==> src/rtl/s2pc_pkg.sv <==
// Shared types and defaults for the S2PC sequencing controller.
package s2pc_pkg;

   typedef enum logic [1:0] {
      IDLE  = 2'd0,
      SHIFT = 2'd1,
      STOP  = 2'd2,
      HOLD  = 2'd3
   } state_t;

   localparam int DATA_BITS_DEF = 8;
   localparam int CNT_W_DEF     = 3;

endpackage

==> src/rtl/s2pc_if.sv <==
// Controller <-> serial line / datapath / consumer signals.
// frame_err exists only when S2PC_STOP_CHECK_EN is defined.
interface s2pc_if;
   logic s_in;
   logic out_ack;
   logic shift_en;
   logic done;
   logic busy;
   logic overrun;
`ifdef S2PC_STOP_CHECK_EN
   logic frame_err;
`endif

   modport master (
      input  s_in, out_ack,
`ifdef S2PC_STOP_CHECK_EN
      output frame_err,
`endif
      output shift_en, done, busy, overrun
   );

   modport slave (
      output s_in, out_ack,
`ifdef S2PC_STOP_CHECK_EN
      input  frame_err,
`endif
      input  shift_en, done, busy, overrun
   );
endinterface

==> src/rtl/s2pc_edge_det.sv <==
// Registers the serial line and flags its falling edge (prev high, now low).
module s2pc_edge_det (
   input  logic clk,
   input  logic rst_n,
   input  logic s_in,
   output logic fall
);
   logic s_prev;

   always_ff @(posedge clk) begin
      if (!rst_n) s_prev <= 1'b1;
      else        s_prev <= s_in;
   end

   assign fall = s_prev & ~s_in;
endmodule

==> src/rtl/s2pc_controller.sv <==
// Sequencing FSM for the S2PC datapath: start detect, DATA_BITS shift clocks, hold until ack.
// Define S2PC_STOP_CHECK_EN to add the STOP state and the sticky frame_err output.
module s2pc_controller
   import s2pc_pkg::*;
#(
   parameter int DATA_BITS = DATA_BITS_DEF,
   parameter int CNT_W     = CNT_W_DEF
) (
   input  logic   clk,
   input  logic   rst_n,
   s2pc_if.master bus
);
   localparam logic [CNT_W-1:0] LAST_BIT = CNT_W'(DATA_BITS - 1);

   state_t           state, state_nxt;
   logic [CNT_W-1:0] bit_cnt, bit_cnt_nxt;
   logic             shift_en, done, s_fall, overrun_q;

   s2pc_edge_det u_edge_det (
      .clk   (clk),
      .rst_n (rst_n),
      .s_in  (bus.s_in),
      .fall  (s_fall)
   );

   always_ff @(posedge clk) begin
      if (!rst_n) begin
         state     <= IDLE;
         bit_cnt   <= '0;
         overrun_q <= 1'b0;
      end else begin
         state     <= state_nxt;
         bit_cnt   <= bit_cnt_nxt;
         // a start seen while the word is still unacknowledged is dropped
         overrun_q <= (state == HOLD) && !bus.out_ack && s_fall;
      end
   end

   always_comb begin
      state_nxt   = state;
      bit_cnt_nxt = bit_cnt;
      shift_en    = 1'b0;
      done        = 1'b0;
      case (state)
         IDLE: begin
            if (!bus.s_in) begin
               state_nxt   = SHIFT;
               bit_cnt_nxt = '0;
            end
         end
         SHIFT: begin
            shift_en    = 1'b1;
            bit_cnt_nxt = bit_cnt + 1'b1;
            if (bit_cnt == LAST_BIT) begin
`ifdef S2PC_STOP_CHECK_EN
               state_nxt = STOP;
`else
               state_nxt = HOLD;
`endif
            end
         end
`ifdef S2PC_STOP_CHECK_EN
         STOP: state_nxt = HOLD;
`endif
         HOLD: begin
            done = 1'b1;
            if (bus.out_ack) state_nxt = IDLE;
         end
         default: state_nxt = IDLE;
      endcase
   end

`ifdef S2PC_STOP_CHECK_EN
   logic frame_err_q;

   // sticky until the next frame starts
   always_ff @(posedge clk) begin
      if (!rst_n)                              frame_err_q <= 1'b0;
      else if (state == IDLE && !bus.s_in)     frame_err_q <= 1'b0;
      else if (state == STOP && !bus.s_in)     frame_err_q <= 1'b1;
   end

   assign bus.frame_err = frame_err_q;
`endif

   assign bus.shift_en = shift_en;
   assign bus.done     = done;
   assign bus.busy     = (state != IDLE);
   assign bus.overrun  = overrun_q;
endmodule

==> src/flat_wrapper.sv <==
// flat-port wrapper written by rule: the top's interface ports become plain ports
module s2pc_controller_flat import s2pc_pkg::*;
#(
   parameter int DATA_BITS = DATA_BITS_DEF,
   parameter int CNT_W     = CNT_W_DEF
)
  (clk, rst_n, bus_s_in, bus_out_ack, bus_shift_en, bus_done, bus_busy, bus_overrun);
  s2pc_if bus_i ();
  input  logic clk;
  input  logic rst_n;
  input wire logic [$bits(bus_i.s_in)-1:0] bus_s_in;
  input wire logic [$bits(bus_i.out_ack)-1:0] bus_out_ack;
  output wire logic [$bits(bus_i.shift_en)-1:0] bus_shift_en;
  output wire logic [$bits(bus_i.done)-1:0] bus_done;
  output wire logic [$bits(bus_i.busy)-1:0] bus_busy;
  output wire logic [$bits(bus_i.overrun)-1:0] bus_overrun;
  assign bus_i.s_in = bus_s_in;
  assign bus_i.out_ack = bus_out_ack;
  assign bus_shift_en = bus_i.shift_en;
  assign bus_done = bus_i.done;
  assign bus_busy = bus_i.busy;
  assign bus_overrun = bus_i.overrun;
  s2pc_controller #(.DATA_BITS(DATA_BITS), .CNT_W(CNT_W)) u_core (.clk(clk), .rst_n(rst_n), .bus(bus_i));
endmodule
==> config.mk <==
export PLATFORM = sky130hd
export DESIGN_NAME = s2pc_controller_flat
export DESIGN_NICKNAME = d
export VERILOG_FILES = /design/src/rtl/s2pc_pkg.sv /design/src/rtl/s2pc_if.sv /design/src/rtl/s2pc_edge_det.sv /design/src/rtl/s2pc_controller.sv /design/src/flat_wrapper.sv
export SDC_FILE = /design/constraint.sdc
export NUM_CORES = 1
export LEC_CHECK = 0
export ABC_AREA = 1
export BUFFER_PORTS_ARGS = -buffer_cell sky130_fd_sc_hd__buf_4
export CAP_MARGIN = 10
export CORE_AREA = 5 5 42 44
export DETAILED_ROUTE_END_ITERATION = 8
export DIE_AREA = 0 0 47 49
export PLACE_DENSITY = 0.42
export RECOVER_POWER = 50
export SYNTH_ARGS = -nofsm -noshare
export SYNTH_HDL_FRONTEND = slang
export SYNTH_SLANG_ARGS = --single-unit
==> constraint.sdc <==
create_clock -name clk -period 1.2 [get_ports clk]
set_input_delay 0.3 -clock clk [delete_from_list [all_inputs] [get_ports clk]]
set_output_delay 0.3 -clock clk [all_outputs]
set_load 0.02 [all_outputs]
==> out/qor.yml <==
ys_ff_latch: 7
utilization_pct: 30.00
wire_per_inst_um: 9.452
first_iter_violations: 2
cp_slowest_stage_delay_ns: 0.35
finalNetCount: 53
htreeDepth: 1
synth_top_family_by_area: "simple AND/OR/NAND/NOR gates"
ys_types: 11
grt_max_degree: 6
place_congestion: 0.6902
start_kind: "register"
required_ns: 0.90
reg2reg_slack_ns: 0.18
end_kind: "primary output"
cp-startpoint: "u_core.state[0]"
cts_tree: "done"
yosys_warnings: 0
antenna_found_initial: 0
ant_nets: 0
drcViolationCount: 0
worstPathArrival_ns: 0.88
finalCriticalPeriod_ns: 1.179
final-setup-viol-count: 0
drt_wl_total_um: 586
r2r-end: "u_core.bit_cnt[2]"
irDropWorstVdd_mv: 0.6687
slew_violations: 0
hold_buffers: 0
fin_worst_skew_ns: 0.0001219
hold_start: "rst_n"
yosysMostFrequentCell: "nand2_1"
p_per_area_mw_per_mm2: 1238
layout_setup_ws_ns: 0.02074
drive_gt1_share_pct: 43.48
synthMuxAreaShare_pct: 0
num_rows: 14
synthXorXnorAreaFrac_pct: 0
yosysTopAreaCellShare_pct: 48.70
grt_pass1_wl_um: 986
async_flop_share_pct: 0
worstHoldPathType: "input pin to register"
fmax_ghz: 0.8480
netlist_area_um2: 287.8
ys_top_cells_by_count: "nand2_1 (8), dfxtp_1 (7), a21oi_1 (5), inv_1 (5)"
diodes: 0
status: "complete, no violations"
postPlaceCellArea_um2: 367.9
vias_per_cell: 4.097
tns_ns: 0
hold_violations: 0
grt_pass1_vias: 243
hpwl_um: 436.9
firstDrtPassIters: 2
synth_ff_type: "dfxtp_1"
clk_latency_ns: 0.25
yosys.area.top_type: "dfxtp_1"
dieArea_mm2: 0.002303
slowest_stage: "dfxtp_2"
dp_cells: 58
final_cells: 62
fillers: 166
worst_pin_slew_ns: 0.2496
start_util_pct: 20.54
synth_fa_ha_area_share_pct: 8.696
hold_depth: 2
synth_compound_area_share_pct: 14.78
rsz0062_at_grt: "true"
via_count: 254
power.total_mw: 0.5206
worstReg2RegStart: "u_core.bit_cnt[0]"
synth_edf_count: 0
cts_root_buffer: "clkbuf_4"
grt_overflow: 0
clkSinkCount: 7
areaGrowthSynthToFinish_pct: 46.09
worstSetupPathType: "register to primary output"
die_h_um: 49
pin_count: 8
clock_path_buffers: 2
path_clk_slew_ns: 0.05
syn-num-nets: 40
cp_num_buf_inv: 2
p_leak_nw: 0.1951
synth-simple-area-share_pct: 20.00
coreArea_mm2: 0.001401
ys_seq_area_share_pct: 48.70
synth.area.top_cells: "dfxtp_1 (49%), nand2_1 (10%), a21oi_1 (8.7%), ha_1 (8.7%), inv_1 (6.5%)"
cp_cell_sequence: "inv_2 > nor2_4 > buf_6"
critPathTopFamily: "flip-flops"
relSlewSlack_pct: 83.32
syn_inst: 34
holdWs_ns: 0.2888
syn_avg_cell_area_um2: 8.464
fin_crit_sh_pct: 98.27
fp.dieW_um: 47
final_cell_area_um2: 420.4
maxCapViolations: 0
place_ws_ns: 0.1908
reg2regPathDepth: 4
holdPathEnd: "u_core.u_edge_det.s_prev"
cp_max_fo: 3
io_buffers: 7
cts_setup_buffers: 0
grt.total_usage_pct: 6.360
numCtsBuffers: 3
-- cell families after synthesis --
logic type / after synthesis
buffers and inverters: 6
and+or+nand+nor: 11
AOI/OAI and AO/OA: 8
adders and majority gates: 2
DFF: 7
-- worst register-to-register path, stage by stage, from the launching register on --
cell and delay [ns]:
dfxtp_1 0.32, ha_1 0.20, ha_1 0.27, nand2_1 0.05, a21oi_1 0.12
-- report_power, final --
group / switching, mW / leakage [nW] / internal, mW
logic: 0.0304 / 0.122 / 0.0284
registers: 0.00588 / 0.0583 / 0.240
clock network: 0.0891 / 0.0150 / 0.127
total: 0.125 / 0.195 / 0.395
-- worst max path at each step --
stage / end / cells after the start
floorplan: u_core.bit_cnt[2] / 4
global placement: u_core.bit_cnt[2] / 4
detailed placement: u_core.bit_cnt[2] / 4
CTS: bus_shift_en / 3
global route: bus_shift_en / 3
finish: bus_shift_en / 3
-- state kept, by name, indices dropped and copies added, names as in the netlist --
signal and cells:
u_core.bit_cnt 3, u_core.bus.overrun 1, u_core.state 2, u_core.u_edge_det.s_prev 1
-- cell type report --
class / instances / area (um^2) / area share, %
Clock buffer: 4 / 26.28 / 6.250
Tap cell: 16 / 20.02 / 4.762
Timing Repair Buffer: 8 / 71.32 / 16.96
Inverter: 6 / 22.52 / 5.357
Sequential cell: 7 / 145.1 / 34.52
Multi-Input combinational cell: 21 / 135.1 / 32.14
-- metal layers --
metal / track usage, % / wire length (um) / vias up
met3: 6.273 / 81 / 0
met1: 6.222 / 250 / 112
met4: 4.147 / 0 / 0
met5: 0 / 0 / -
met2: 8.145 / 254 / 10
li1: - / - / 132
-- cell usage in the layout (no fill, tap or decap) --
| master | instances |
|---|---|
| buf_6 | 3 |
| clkbuf_4 | 4 |
| a21oi_1 | 5 |
| nor3b_2 | 1 |
| ha_1 | 2 |
| clkbuf_1 | 1 |
| inv_2 | 2 |
| nand2_2 | 2 |
| inv_1 | 4 |
| dfxtp_4 | 1 |
| dfxtp_2 | 1 |
| nor2_4 | 1 |
| dfxtp_1 | 5 |
| buf_4 | 4 |
| or2_4 | 1 |
| o21ai_1 | 2 |
| nand2_1 | 6 |
| o21bai_1 | 1 |
-- timing repair --
action / 4_1_cts / 5_1_grt
pin swaps: 0 / 1
gates resized for setup: 3 / 7
endpoints found under the setup margin: 3 / 3
(Power assumes the default switching activity.)
